File: config.mk
export PLATFORM = sky130hd
export DESIGN_NAME = ex_mem_req
export DESIGN_NICKNAME = d
export VERILOG_FILES = /design/src/rtl/ex_mem_req.sv
export SDC_FILE = /design/constraint.sdc
export NUM_CORES = 1
export LEC_CHECK = 0
export ABC_AREA = 1
export BUFFER_PORTS_ARGS = -buffer_cell sky130_fd_sc_hd__buf_4
export CAP_MARGIN = 15
export CORE_AREA = 8 8 145 147
export DETAILED_ROUTE_END_ITERATION = 12
export DIE_AREA = 0 0 153 155
export PLACE_DENSITY = 0.74
export SKIP_CTS_REPAIR_TIMING = 1
export SYNTH_ARGS = -nofsm -noshare
export SYNTH_HDL_FRONTEND = slang
export SYNTH_SLANG_ARGS = --single-unit
File: constraint.sdc
create_clock -name clk -period 1.5 [get_ports clk]
set_input_delay 0.15 -clock clk [delete_from_list [all_inputs] [get_ports clk]]
set_output_delay 0.15 -clock clk [all_outputs]
set_load 0.01 [all_outputs]
File: src/rtl/ex_mem_req.sv
// Execute-to-memory boundary stage: holds one executed instruction, runs its load/store
// on the data SRAM-like bus and hands the instruction plus raw read word to the memory stage.
`timescale 1ns/1ps
module ex_mem_req #(
    parameter bit ALLOW_UNALIGNED_HALF = 1'b0
) (
    input  logic        clk,
    input  logic        rst,
    input  logic        ex_valid,
    output logic        o_ex_ready,
    input  logic        i_mem_ready,
    output logic        ex_to_mem_valid,
    input  logic [1:0]  ex_mem_op,
    input  logic [1:0]  ex_mem_size,
    input  logic        ex_mem_signal,
    input  logic [31:0] ex_alu_res,
    input  logic [31:0] ex_store_data,
    input  logic [4:0]  ex_rf_waddr,
    input  logic        ex_rf_we,
    input  logic [31:0] ex_pc,
    input  logic [31:0] ex_inst,
    output logic        data_req,
    output logic        data_wr,
    output logic [3:0]  data_wstrb,
    output logic [31:0] data_addr,
    output logic [31:0] data_wdata,
    input  logic        data_addr_ok,
    input  logic        data_data_ok,
    input  logic [31:0] data_rdata,
    output logic        ex_to_mem_mem_signal,
    output logic [3:0]  ex_to_mem_mem_re,
    output logic [31:0] ex_to_mem_alu_res,
    output logic [4:0]  ex_to_mem_rf_waddr,
    output logic        ex_to_mem_rf_we,
    output logic [31:0] ex_to_mem_pc,
    output logic [31:0] ex_to_mem_inst,
    output logic [31:0] mem_rdata,
    output logic        ex_to_mem_ale
);

    typedef enum logic [1:0] {IDLE, REQ, RESP, DONE} state_t;
    state_t state;

    logic        is_load;
    logic        is_store;
    logic        is_mem;
    logic        misaligned;
    logic        bad_addr;
    logic        accept;
    logic [3:0]  enables;
    logic [31:0] store_word;

    // Byte-enable and alignment decode of the incoming access; size 11 never has a legal lane set.
    always_comb begin
        enables    = 4'b0000;
        misaligned = 1'b0;
        case (ex_mem_size)
            2'b00: enables = 4'b0001 << ex_alu_res[1:0];
            2'b01: begin
                case (ex_alu_res[1:0])
                    2'b00: enables = 4'b0011;
                    2'b10: enables = 4'b1100;
                    2'b01: begin
                        if (ALLOW_UNALIGNED_HALF) enables = 4'b0110;
                        else                      misaligned = 1'b1;
                    end
                    default: misaligned = 1'b1;
                endcase
            end
            2'b10: begin
                if (ex_alu_res[1:0] == 2'b00) enables = 4'b1111;
                else                          misaligned = 1'b1;
            end
            default: misaligned = 1'b1;
        endcase
    end

    always_comb begin
        case (ex_mem_size)
            2'b00:   store_word = {4{ex_store_data[7:0]}};
            2'b01:   store_word = {2{ex_store_data[15:0]}};
            default: store_word = ex_store_data;
        endcase
    end

    assign is_load         = (ex_mem_op == 2'b01);
    assign is_store        = (ex_mem_op == 2'b10);
    assign is_mem          = is_load | is_store;
    assign bad_addr        = is_mem & misaligned;
    assign o_ex_ready      = (state == IDLE) | ((state == DONE) & i_mem_ready);
    assign accept          = ex_valid & o_ex_ready;
    assign ex_to_mem_valid = (state == DONE);
    assign data_req        = (state == REQ);

    // Accept takes priority in IDLE and DONE, which gives back-to-back hand-off without a bubble.
    always_ff @(posedge clk or negedge rst) begin
        if (!rst) begin
            state                <= IDLE;
            data_wr              <= 1'b0;
            data_wstrb           <= 4'b0000;
            data_addr            <= 32'd0;
            data_wdata           <= 32'd0;
            ex_to_mem_mem_signal <= 1'b0;
            ex_to_mem_mem_re     <= 4'b0000;
            ex_to_mem_alu_res    <= 32'd0;
            ex_to_mem_rf_waddr   <= 5'd0;
            ex_to_mem_rf_we      <= 1'b0;
            ex_to_mem_pc         <= 32'd0;
            ex_to_mem_inst       <= 32'd0;
            mem_rdata            <= 32'd0;
            ex_to_mem_ale        <= 1'b0;
        end else if (accept) begin
            ex_to_mem_mem_signal <= ex_mem_signal;
            ex_to_mem_alu_res    <= ex_alu_res;
            ex_to_mem_rf_waddr   <= ex_rf_waddr;
            ex_to_mem_rf_we      <= ex_rf_we & ~bad_addr;
            ex_to_mem_pc         <= ex_pc;
            ex_to_mem_inst       <= ex_inst;
            ex_to_mem_ale        <= bad_addr;
            ex_to_mem_mem_re     <= (is_load & ~misaligned) ? enables : 4'b0000;
            data_wr              <= is_store;
            data_wstrb           <= (is_store & ~misaligned) ? enables : 4'b0000;
            data_addr            <= {ex_alu_res[31:2], 2'b00};
            data_wdata           <= store_word;
            mem_rdata            <= 32'd0;
            state                <= (is_mem & ~misaligned) ? REQ : DONE;
        end else begin
            case (state)
                REQ: begin
                    if (data_addr_ok) state <= RESP;
                end
                RESP: begin
                    // Only aligned loads carry nonzero read enables, so stores keep mem_rdata at 0.
                    if (data_data_ok) begin
                        if (|ex_to_mem_mem_re) mem_rdata <= data_rdata;
                        state <= DONE;
                    end
                end
                DONE: begin
                    if (i_mem_ready) state <= IDLE;
                end
                default: ;
            endcase
        end
    end

endmodule

==> impl.org, run 1 <==
** Setup path
- Crit Path Category :: reg2out
- For the worst flop-to-flop path, the logic depth is 8.
- Slowest CP cell :: sky130_fd_sc_hd__dfrtp_2
- STA classifies the critical path startpoint as a flop.
- On the worst path, the slowest cell contributes a delay of 450 ps.
- Worst path required time :: 1350 ps
- The cell that appears most often on the critical path is sky130_fd_sc_hd__nand2_2.
- Crit path capture type :: primary output
- The critical path starts at state[0]$_DFFE_PN0P_.
- Setup slack on the worst reg-to-reg path comes out at 70 ps.
- Of all nets on the critical path, the largest fanout is 4.
- Traced cell by cell, the critical path runs through nand2_2 -> nand2_2 -> nand2_2 -> inv_2 -> buf_6.
- Timing endpoint of the critical path :: o_ex_ready
- Reg-to-reg critical path startpoint :: state[0]$_DFFE_PN0P_
- Worst r2r dst :: ex_to_mem_alu_res[5]$_DFFE_PN0P_
- Arrival @ worst endpoint :: 1310 ps

** Yosys
- Yosys printed 0 warnings.
- The commonest cells after synthesis are sky130_fd_sc_hd__nand2_1 (498), sky130_fd_sc_hd__dfrtp_1 (179), sky130_fd_sc_hd__nand3_1 (51).
- In this run the mean area of a mapped cell was 8.41 um2.
- sky130_fd_sc_hd__dfrtp_1 takes more of the synthesized area than any other cell.
- Share of async-settable or async-resettable flops after synthesis :: 1.00
- Fraction of the yosys area taken by sequential cells :: 0.594
- EDFF count, synth :: 0
- Cell with the most instances after synthesis :: sky130_fd_sc_hd__nand2_1
- In the post-synthesis netlist, the biggest area contributors are sky130_fd_sc_hd__dfrtp_1 (59%), sky130_fd_sc_hd__nand2_1 (25%), sky130_fd_sc_hd__buf_4 (4.5%).
- The share of synthesized area in the top cell type comes to 0.594.
- The cell count after synthesis came out at 897.
- Synth Cell Area :: 7550 um2
- Synthesis instantiated 21 different standard cells from the library.
- #FFs+latches synth :: 179
- For this run, the leading register cell type out of synthesis is sky130_fd_sc_hd__dfrtp_1.

** Power
- Pwr per Cell Area :: 1810 nW/um2
- Leakage dissipation :: 7.02 nW
- Across the VDD grid, the largest voltage drop is 0.909 mV.
- The design draws 22.8 mW.

** CTS
- The clock net in this run drives a total of 179 sinks.
- Clock-pin slew on the worst setup and hold paths :: 70 ps
- CTS tree :: done
- The later pin in the worst-skew pair is clocked with a latency of 420 ps.
- CTS Buf Count :: 17
- Maximum root-to-sink buffer count :: 2
- Depth of the CTS H-tree :: 4
- CTS Root Buffer Type :: sky130_fd_sc_hd__clkbuf_16

** Layout
- Filler instances :: 1460
- The multi-input combinational cells in the finished layout cover a total of 2510 um2.
- Fraction of layout cells with a size suffix above 1 :: 0.325
- In the final design database the tool counted 1568 nets.
- Area growth from synthesis to layout :: 67.4%
- Sequential cell area :: 4480 um2
- Measured on the finished design, the core utilization comes to 0.666.

** Floorplan
- The floorplan step defined a die boundary enclosing 23700 um2.
- 389 I/O pins were placed.
- From bottom edge to top edge, the die measures 155 um.
- Die Wd :: 153 um
- The initial utilization of the core area, before any placement, comes to 0.398.
- Row generation in the floorplan step produced 51 rows.
- After floorplanning, the core was sized to cover 19000 um2.

** Drt
- In the routed layout, each cell is associated on average with a via count of 4.76.
- Dividing the detail-routed wire length by the instance count gives 17.4 um.
- In the routed design, unresolved DRC markers number 0.
- After detailed routing, the total wire length is 28.6 mm.
- The detailed router finished its first iteration with 412 violations.
- Once detail routing completed, the nets flagged for antenna violations numbered 0.
- Routed vias :: 7814
- First drt pass iteration count :: 5

** Global routing
- Global-route congestion overflow total :: 0
- The first global-routing pass estimated 39.4 mm of wire.
- The number of global-route vias before repair is 7060.
- Initial antenna violation count :: 2
- Overall track demand over capacity in global routing :: 0.210
- Entering global routing, the biggest net connects 57 pins.

** Run
- The tool flagged a number of max-cap violations equal to 0.

** Timing
- Fin. Hold Viols :: 0
- Setup repair after global routing missed its margin :: yes
- Fmax :: 686 MHz
- Clock skew :: 9.88 ps
- Setup violations remaining at the end of the flow were counted as 0.
- Min cycle time layout :: 1460 ps
- Number of pins exceeding their max-slew limit in the final report :: 0
- Final period util :: 0.972

** Run status
- Outcome :: finished, final reports clean

** Placed design
- GP Congestion :: 0.872
- Port Buffers :: 386
- Summed over all nets, the half-perimeter wirelength after detailed placement is 19.3 mm.

** Worst hold path
- Min-Delay Path Class :: in2reg
[placed cells by master, fill, tap and decap left out, types with 3 or more instances in the layout]
cell type                       instances
sky130_fd_sc_hd__buf_4                394
sky130_fd_sc_hd__o21ai_0               33
sky130_fd_sc_hd__dfrtp_1              177
sky130_fd_sc_hd__nand2_1              495
sky130_fd_sc_hd__nor2_1                 8
sky130_fd_sc_hd__a21oi_1                6
sky130_fd_sc_hd__o21a_1                 6
sky130_fd_sc_hd__nand3_1               51
sky130_fd_sc_hd__buf_12                16
sky130_fd_sc_hd__nand2_2                3
sky130_fd_sc_hd__inv_8                  4
sky130_fd_sc_hd__inv_6                  4
sky130_fd_sc_hd__clkbuf_16             18
sky130_fd_sc_hd__dlygate4sd3_1        135
sky130_fd_sc_hd__inv_1                 27
[power by group]
| part | switching (mW) | leakage (nW) | internal (mW) |
|---|---|---|---|
| combinational | 5.40 | 4.47 | 5.05 |
| sequential | 1.34 | 2.27 | 6.81 |
| clock | 2.06 | 0.269 | 2.19 |
[final cells by class]
| cell class | count | area share |
|---|---|---|
| Clock inverter | 14 | 0.00971 |
| Antenna cell | 2 | 0.000396 |
| Sequential cell | 179 | 0.355 |
| Multi-Input combinational cell | 614 | 0.199 |
| Tap cell | 238 | 0.0236 |
| Inverter | 29 | 0.00862 |
| Timing Repair Buffer | 548 | 0.370 |
| Clock buffer | 18 | 0.0340 |
[cells by family after synthesis]
| family | synth area share |
|---|---|
| AND/OR/NAND/NOR | 0.290 |
| buffers and inverters | 0.0779 |
| other | 0.000497 |
| flip-flops | 0.594 |
| adder cells (fa/ha/maj) | 0.00332 |
| AO/OA/AOI/OAI | 0.0345 |
[how the worst min path moves through the flow]
stage	start	to	slack [ps]	depth (start not counted)
finish	ex_store_data[13]	data_wdata[29]$_DFFE_PN0P_	10	3
global route	ex_store_data[13]	data_wdata[29]$_DFFE_PN0P_	20	3
CTS	rst	ex_to_mem_inst[30]$_DFFE_PN0P_	-420	1
detailed placement	rst	ex_to_mem_inst[30]$_DFFE_PN0P_	40	1
global placement	rst	ex_to_mem_inst[27]$_DFFE_PN0P_	40	1
floorplan	rst	data_wdata[0]$_DFFE_PN0P_	-150	0
[state kept, by name, indices dropped and copies added (netlist names), 2 cells and up]
name and count:
state 2, data_wdata 32, ex_to_mem_pc 32, data_wstrb 4, ex_to_mem_inst 32, mem_rdata 32, ex_to_mem_rf_waddr 5, ex_to_mem_alu_res 32
ex_to_mem_mem_re 4
[worst max-delay path, delay by kind of cell (launching register included)]
kind	cells	cell delay (ps)
buf+inv	2	160
flops	1	450
simple gates	3	280
[layer usage]
layer	track usage	part of all wire
met5	0	0
met4	0.0650	0.029
met3	0.0821	0.087
met2	0.350	0.50
met1	0.246	0.38
[stage by stage]
stage               area [um2]  TNS [ps]  hold WS [ps]  worst slack [ps]  std cells
floorplan                 7550         0          -146               273        898
global placement         10700         0          44.9              86.9       1471
detailed placement       10700         0          42.9              19.9       1471
CTS                      11200     -43.2          -423             -43.2       1503
global route             12600     -94.3          15.8             -13.8       1642
finish                   12600         0          14.6              42.2       1642
Power figures use the tool's default switching activity.
==> run 2, diff against run 1 <==
--- a/config.mk
+++ b/config.mk
@@ -8,10 +8,11 @@
 export ABC_AREA = 1
 export BUFFER_PORTS_ARGS = -buffer_cell sky130_fd_sc_hd__buf_4
 export CAP_MARGIN = 15
-export CORE_AREA = 8 8 145 147
+export CORE_AREA = 8 8 144 146
+export CTS_BUF_LIST = sky130_fd_sc_hd__clkbuf_4 sky130_fd_sc_hd__clkbuf_8
 export DETAILED_ROUTE_END_ITERATION = 12
-export DIE_AREA = 0 0 153 155
-export PLACE_DENSITY = 0.74
+export DIE_AREA = 0 0 152 154
+export PLACE_DENSITY = 0.75
 export SKIP_CTS_REPAIR_TIMING = 1
 export SYNTH_ARGS = -nofsm -noshare
 export SYNTH_HDL_FRONTEND = slang
==> run 2 against run 1 <==
Compared with the run above: final area increased by 3.4%; critical path type is now reg2reg; combinational power grew 13%; cell count grew 1.0%; critical endpoint is now ex_to_mem_inst[3]$_DFFE_PN0P_; the run now ends with hold timing, setup timing left; flip-flop and latch count stayed put; clock power shrank 25%; sequential share of layout area fell by 1.2 points.
==> impl.org, run 2 (synthesis results as in run 1) <==
** Global routing
- First-pass GRT wire length :: 39.8 mm (+1.1%)
- Global routing usage on met1 :: 0.241 (-0.00468)
- Pin count of the biggest net entering global routing :: 59 (+3.5%)
- Overall track demand over capacity in global routing :: 0.214 (+0.00439)
- Initial antenna violation count :: 1 (-1)
- Global-route track usage on met3 :: 0.0860 (+0.00393)
- The global-route met2 utilization came to 0.358 (+0.00822).
- The remaining global-route overflow was 0 (unchanged).
- The number of global-route vias before repair was 7204 (+2.0%).
- Busiest grt layer :: met2

** Floorplan
- The floorplan row count came to 50 (-2.0%).
- Top Ports :: 389 (unchanged)
- The overall die area came to 23400 um2 (-1.3%).
- Die Wd :: 152 um (-0.65%)
- Effective utilization at floorplan :: 0.409 (+0.0107)
- Height of the chip :: 154 um (-0.65%)
- Area of the core :: 18500 um2 (-2.6%)

** Layout
- The share of layout cells above drive strength 1 was 0.371 (+0.0462).
- The post-route cell area came to 13100 um2 (+3.4%).
- Number of nets in the layout :: 1590 (+1.4%)
- Top library cells by usage in the layout, fill and taps aside :: sky130_fd_sc_hd__nand2_1 (439), sky130_fd_sc_hd__buf_4 (395), sky130_fd_sc_hd__dfrtp_1 (178)
- Filler instances :: 1304 (-11%)
- The area growth from synthesis to layout is 73.0%.
- Most common cell after layout, fill and taps aside :: sky130_fd_sc_hd__nand2_1

** Setup path
- The worst reg2reg path depth came to 9 (+1).
- Slowest CP cell :: sky130_fd_sc_hd__dfrtp_1
- Reg-to-reg critical path startpoint :: state[0]$_DFFE_PN0P_
- Largest fanout of any net on the critical path :: 8 (+4)
- Traced cell by cell, the critical path runs through nand2_1 -> nand2_2 -> nand2_4 -> nor2_4 -> buf_12 -> buf_16 -> buf_12 -> nand2_2 -> nand2_2.
- CP bufs+invs :: 3 (+1)
- The most numerous cell type found on the critical path is sky130_fd_sc_hd__nand2_2.
- Crit Path Category :: reg2reg
- Worst Setup SP :: state[0]$_DFFE_PN0P_
- The worst register-to-register path ends at ex_to_mem_inst[3]$_DFFE_PN0P_.
- The critical path depth came to 9 (+4).
- The data required time of the critical path came to 1900 ps (+550 ps).
- Crit path capture type :: flop
- The data arrival time of the critical path is 1940 ps (+630 ps).
- Crit path launch type :: flop
- Timing endpoint of the critical path :: ex_to_mem_inst[3]$_DFFE_PN0P_
- Register-to-register path setup slack :: -30 ps (-100 ps)
- Top Family by Delay on Critical Path :: simple AND/OR/NAND/NOR gates
- The longest individual stage delay on the worst path is 430 ps (-20 ps).

** Timing
- The minimum clock period after layout was 1530 ps (+77.1 ps).
- Worst hold slack :: -9.74 ps (-24.4 ps)
- Fin. Hold Viols :: 4 (+4)
- Number of pins exceeding their max-slew limit in the final report :: 0 (unchanged)
- The setup TNS came to -66.0 ps (-66.0 ps).
- Setup repair after global routing could not meet its margin everywhere.
- The maximum clock skew at final layout came to 19.4 ps (+9.55 ps).
- Fmax :: 652 MHz (-5.0%)
- Setup-violating endpoint count in the final report :: 4 (+4)
- Final period util :: 1.02 (+0.0514)
- The worst-case setup margin in the final layout is -34.9 ps (-77.1 ps).

** CTS
- The maximum level of the CTS H-tree is 4 (unchanged).
- Maximum root-to-sink buffer count :: 2 (unchanged)
- The clock-pin transition on the worst setup and hold timing paths was 100 ps (+30 ps).
- TritonCTS Sinks :: 179 (unchanged)
- The number of buffers created by CTS was 17 (unchanged).
- TritonCTS built the clock tree.
- The clock latency at the later pin of the worst-skew pair was 460 ps (+40 ps).
- CTS Root Buffer Type :: sky130_fd_sc_hd__clkbuf_8

** Power
- Peak VDD IR :: 0.868 mV (-4.5%)
- The power density over the cells was 1760 nW/um2 (-2.8%).
- Leakage dissipation :: 7.24 nW (+3.2%)

** Worst hold path
- Min-Delay Path Class :: in2reg

** Drt
- Routed vias :: 8001 (+2.4%)
- The number of DRC markers after the initial detailed-route iteration is 435 (+5.6%).
- The post-detailed-route count of antenna-violating nets came to 0 (unchanged).
- The detailed-route vias per instance was 4.82 (+1.3%).
- The mean routed wirelength per cell is 18.3 um (+5.0%).
- The number of detailed-routing iterations run before antenna repair is 7 (+2).
- Total Routed Length :: 30.3 mm (+6.1%)
- DRC :: 0 (unchanged)

** Run status
- The checks that failed: hold timing, setup timing.
- Outcome :: finished with violations

** Placed design
- The placed cell area is 10600 um2 (-0.30%).
- GP Congestion :: 0.848 (-2.7%)
- HPWL Detailed :: 19.6 mm (+1.4%)
- Port Buffers :: 386 (unchanged)

** Run
- Max Cap Violations :: 0 (unchanged)
## run 2: where the power goes
group          internal (mW)  leakage, nW  switching [mW]  total (mW)
Clock                   1.27        0.185            1.91        3.18
Combinational           5.72         4.78            5.93        11.7
Sequential              6.80         2.27            1.33        8.12
## run 2: worst reg2reg max path: cells and delay by family, from the launching register on
kind	cells	cell delay, ps
AND/OR/NAND/NOR	6	590
buffers and inverters	3	470
flip-flops	1	430
## run 2: metal layers
layer / up-vias / routed length (um)
met4: 0 / 1060
met1: 3788 / 11800
li1: 3755 / -
met5: - / 0
met2: 391 / 15000
met3: 67 / 2420
## run 2: worst min path at each step
stage | start | end | slack, ps | cells after the start
after detailed placement | rst | data_wdata[7]$_DFFE_PN0P_ | 100 | 1
after CTS | rst | ex_to_mem_inst[22]$_DFFE_PN0P_ | -420 | 1
after floorplan | rst | data_wdata[0]$_DFFE_PN0P_ | -150 | 0
after global routing | ex_store_data[16] | data_wdata[16]$_DFFE_PN0P_ | 1 | 5
final | ex_store_data[3] | data_wdata[3]$_DFFE_PN0P_ | -10 | 3
after global placement | rst | ex_to_mem_inst[27]$_DFFE_PN0P_ | 100 | 1
## run 2: stage by stage
stage	setup slack, ps	cells	util	total power [mW]	hold WS (ps)
finish	-34.9	1659	0.708	23.0	-9.74
CTS	-103	1497	0.597	21.3	-417
global route	-92.9	1659	0.708	24.4	1.47
detailed placement	54.7	1465	0.576	18.1	100
global placement	92.6	1465	0.576	17.9	102
floorplan	273	898	-	12.8	-146
## run 2: cell type report
cell class | count | area (um2) | share of cell area
multi-input cells | 614 | 2740 | 0.210
clock inverters | 13 | 116 | 0.00891
well taps | 234 | 293 | 0.0224
repair buffers | 570 | 5060 | 0.388
clock buffers | 19 | 255 | 0.0195
flip-flops and latches | 179 | 4480 | 0.343
inverters | 29 | 109 | 0.00834
diodes | 1 | 2.50 | 0.000192
==> run 3, diff against run 2 <==
--- a/config.mk
+++ b/config.mk
@@ -8,11 +8,12 @@
 export ABC_AREA = 1
 export BUFFER_PORTS_ARGS = -buffer_cell sky130_fd_sc_hd__buf_4
 export CAP_MARGIN = 15
-export CORE_AREA = 8 8 144 146
+export CELL_PAD_IN_SITES_DETAIL_PLACEMENT = 0
+export CELL_PAD_IN_SITES_GLOBAL_PLACEMENT = 1
+export CORE_UTILIZATION = 33
 export CTS_BUF_LIST = sky130_fd_sc_hd__clkbuf_4 sky130_fd_sc_hd__clkbuf_8
 export DETAILED_ROUTE_END_ITERATION = 12
-export DIE_AREA = 0 0 152 154
-export PLACE_DENSITY = 0.75
+export PLACE_DENSITY = 0.84
 export SKIP_CTS_REPAIR_TIMING = 1
 export SYNTH_ARGS = -nofsm -noshare
 export SYNTH_HDL_FRONTEND = slang
==> run 3 against run 2 <==
Compared with the run above: the flow finishes with violations (setup timing); non-clock buffer count is 10 higher; count of clock-buffer cells in the layout stayed put; sequential share of layout area hardly changed; via count is 2.6% lower; core utilization is 12 points lower; critical path type unchanged; critical endpoint is now data_wdata[17]$_DFFE_PN0P_.
==> impl.org, run 3 (synthesis results as in run 1) <==
** Drt
- The aggregate routed wire length is 27.3 mm (-10%).
- The post-detailed-route count of antenna-violating nets is 0 (unchanged).
- Detailed router's first-iteration violation count :: 399 (-8.3%)
- Detail-routed net length per standard cell :: 15.9 um (-13%)
- The vias after detailed routing came to 7796 (-2.6%).
- DRC :: 0 (unchanged)
- The number of detailed-routing iterations run before antenna repair was 4 (-3).
- Drt via density :: 4.55 (-5.7%)

** Run
- Max Cap Violations :: 0 (unchanged)

** Layout
- Filler instances :: 1934 (+48%)
- Most common cell after layout, fill and taps aside :: sky130_fd_sc_hd__nand2_1
- The post-route cell area is 13100 um2 (+0.11%).
- Compared with the post-synthesis result, the final layout area differs by 73.2%.
- The number of nets in the layout is 1600 (+0.63%).
- Top library cells by usage in the layout, fill and taps aside :: sky130_fd_sc_hd__nand2_1 (472), sky130_fd_sc_hd__buf_4 (402), sky130_fd_sc_hd__dfrtp_1 (178)
- Fraction of layout cells with a size suffix above 1 :: 0.354 (-0.0179)
- The number of standard cells in the final layout excluding fillers was 1715 (+3.4%).

** Timing
- Number of pins exceeding their max-slew limit in the final report :: 0 (unchanged)
- The final setup violation count is 9 (+5).
- Fmax :: 652 MHz (about the same)
- Clock skew :: 14.2 ps (-5.23 ps)
- Setup repair after global routing missed its margin :: yes
- Worst Setup Slack, final :: -34.0 ps (+0.901 ps)
- The post-route fraction of the period consumed by the critical path was 1.02 (about the same).
- The number of endpoints with negative hold slack in the final report is 0 (-4).
- Min cycle time layout :: 1530 ps (-0.901 ps)

** Floorplan
- The total core area was 22100 um2 (+20%).
- Effective utilization at floorplan :: 0.342 (-0.0673)
- Die Outline Area :: 23500 um2 (+0.29%)
- The count of boundary I/O pins is 389 (unchanged).
- Height of the chip :: 153 um (-0.51%)
- Number of cell rows :: 54 (+8.0%)
- Die Wd :: 153 um (+0.80%)

** CTS
- The count of clock tree sinks was 179 (unchanged).
- CTS tree :: done
- The clock-pin transition on the worst setup and hold timing paths is 100 ps (about the same).
- The number of buffers created by CTS came to 17 (unchanged).
- The number of buffers between clock root and the deepest sink came to 2 (unchanged).
- The clock latency at the later pin of the worst-skew pair was 460 ps (about the same).
- The maximum level of the CTS H-tree is 4 (unchanged).
- CTS Root Buffer Type :: sky130_fd_sc_hd__clkbuf_8

** Power
- The worst voltage drop across the vdd grid was 0.629 mV (-28%).
- Leakage dissipation :: 7.19 nW (-0.63%)
- The total power of the final layout was 22.6 mW (-1.5%).
- Pwr per Cell Area :: 1730 nW/um2 (-1.6%)

** Setup path
- Crit Path Category :: reg2reg
- The worst-case register-to-register setup slack was -30 ps (about the same).
- The data arrival time of the critical path came to 1930 ps (about the same).
- STA classifies the critical path startpoint as a flop.
- Among all stages on the critical path, the largest delay is contributed by sky130_fd_sc_hd__dfrtp_1.
- Most Frequent Cell on Critical Path :: sky130_fd_sc_hd__nand2_1
- Top Family by Delay on Critical Path :: simple AND/OR/NAND/NOR gates
- Crit path capture type :: flop
- Timing endpoint of the critical path :: data_wdata[17]$_DFFE_PN0P_
- The count of buffer and inverter cells on the critical path is 3 (unchanged).
- In this run the critical register-to-register path is captured at data_wdata[17]$_DFFE_PN0P_.
- The worst reg2reg path depth is 9 (unchanged).
- The signal on the critical path passes through nand2_1 -> nand2_2 -> nand2_4 -> nor2_4 -> buf_6 -> buf_12 -> clkbuf_16 -> nand2_1 -> nand2_1.
- The longest individual stage delay on the worst path is 440 ps (about the same).
- The data required time of the critical path was 1900 ps (about the same).
- Number of cells on the critical path :: 9 (unchanged)
- The highest net fanout along the worst path is 8 (unchanged).
- Worst Setup SP :: state[0]$_DFFE_PN0P_
- Reg-to-reg critical path startpoint :: state[0]$_DFFE_PN0P_

** Global routing
- The initial antenna violation count is 1 (unchanged).
- The total track usage was 0.207 (-0.00719).
- The maximum number of pins on one net before global-route repair was 43 (-27%).
- The remaining global-route overflow was 0 (unchanged).
- The global-route wire length before repair came to 37.4 mm (-5.8%).
- Vias in the first global route :: 6810 (-5.5%)

** Placed design
- The last weighted congestion value of the routability-driven placer was 0.815 (-3.9%).
- Total placed instance area :: 10800 um2 (+2.0%)
- The port buffer count is 386 (unchanged).
- The half-perimeter wire length after placement came to 18.3 mm (-6.5%).
- The cell total after placement came to 1521 (+3.8%).

** Run status
- Violations in the final reports :: setup timing
- Outcome :: finished with violations

** Worst hold path
- Min-Delay Path Class :: in2reg
## run 3: cell types whose count changed in the layout (fill, tap and decap cells not counted), sizes merged
cell,delta
bufinv,+1
clkbuf,-4
dlygate4sd3,+3
buf,+11
inv,-1
## run 3: how the worst min path moves through the flow
stage                     start  slack [ps]                   endpoint  cells past startpoint
2_1_floorplan               rst        -150  data_wdata[0]$_DFFE_PN0P_                      0
3_3_place_gp                rst         130   mem_rdata[6]$_DFFE_PN0P_                      1
3_5_place_dp                rst         130   mem_rdata[2]$_DFFE_PN0P_                      1
4_1_cts                     rst        -400   mem_rdata[2]$_DFFE_PN0P_                      1
5_1_grt        ex_store_data[3]         0.2  data_wdata[3]$_DFFE_PN0P_                      3
6_report       ex_store_data[3]           8  data_wdata[3]$_DFFE_PN0P_                      3
## run 3: power breakdown
| part | switching [mW] | internal [mW] |
|---|---|---|
| clock network | 1.97 | 1.44 |
| registers | 1.26 | 6.79 |
| logic | 5.53 | 5.61 |
## run 3: layout make-up
cell class,instances,area (um2),area share
sequential,179,4480,0.343
clock inverter,13,141,0.0108
inverter,29,109,0.00833
multi-input combinational,614,2630,0.201
antenna,1,2.50,0.000191
timing repair buffer,580,5110,0.391
tap,280,350,0.0268
clock buffer,19,255,0.0195
## run 3: worst register-to-register path, stage by stage, from the launching register on
cell and delay (ps):
sky130_fd_sc_hd__dfrtp_1 440, sky130_fd_sc_hd__nand2_1 90, sky130_fd_sc_hd__nand2_2 130, sky130_fd_sc_hd__nand2_4 80, sky130_fd_sc_hd__nor2_4 190, sky130_fd_sc_hd__buf_6 130, sky130_fd_sc_hd__buf_12 140, sky130_fd_sc_hd__clkbuf_16 170
sky130_fd_sc_hd__nand2_1 50, sky130_fd_sc_hd__nand2_1 50
## run 3: per-layer routing
metal  GRT usage  up-vias  routed length (um)
li1            -     3783                   -
met1       0.247     3680               11000
met2       0.356      295               13800
met3      0.0646       38                1820
met4      0.0620        0                 660
met5           0        -                   0
## run 3: metrics by stage
step	utilization	setup TNS, ps	worst slack (ps)	hold slack (ps)
2_1_floorplan	-	0	273	-146
3_3_place_gp	0.491	0	71.8	130
3_5_place_dp	0.491	0	35.9	127
4_1_cts	0.509	-141	-133	-398
5_1_grt	0.592	-4460	-115	0.194
6_report	0.592	-141	-34.0	7.88
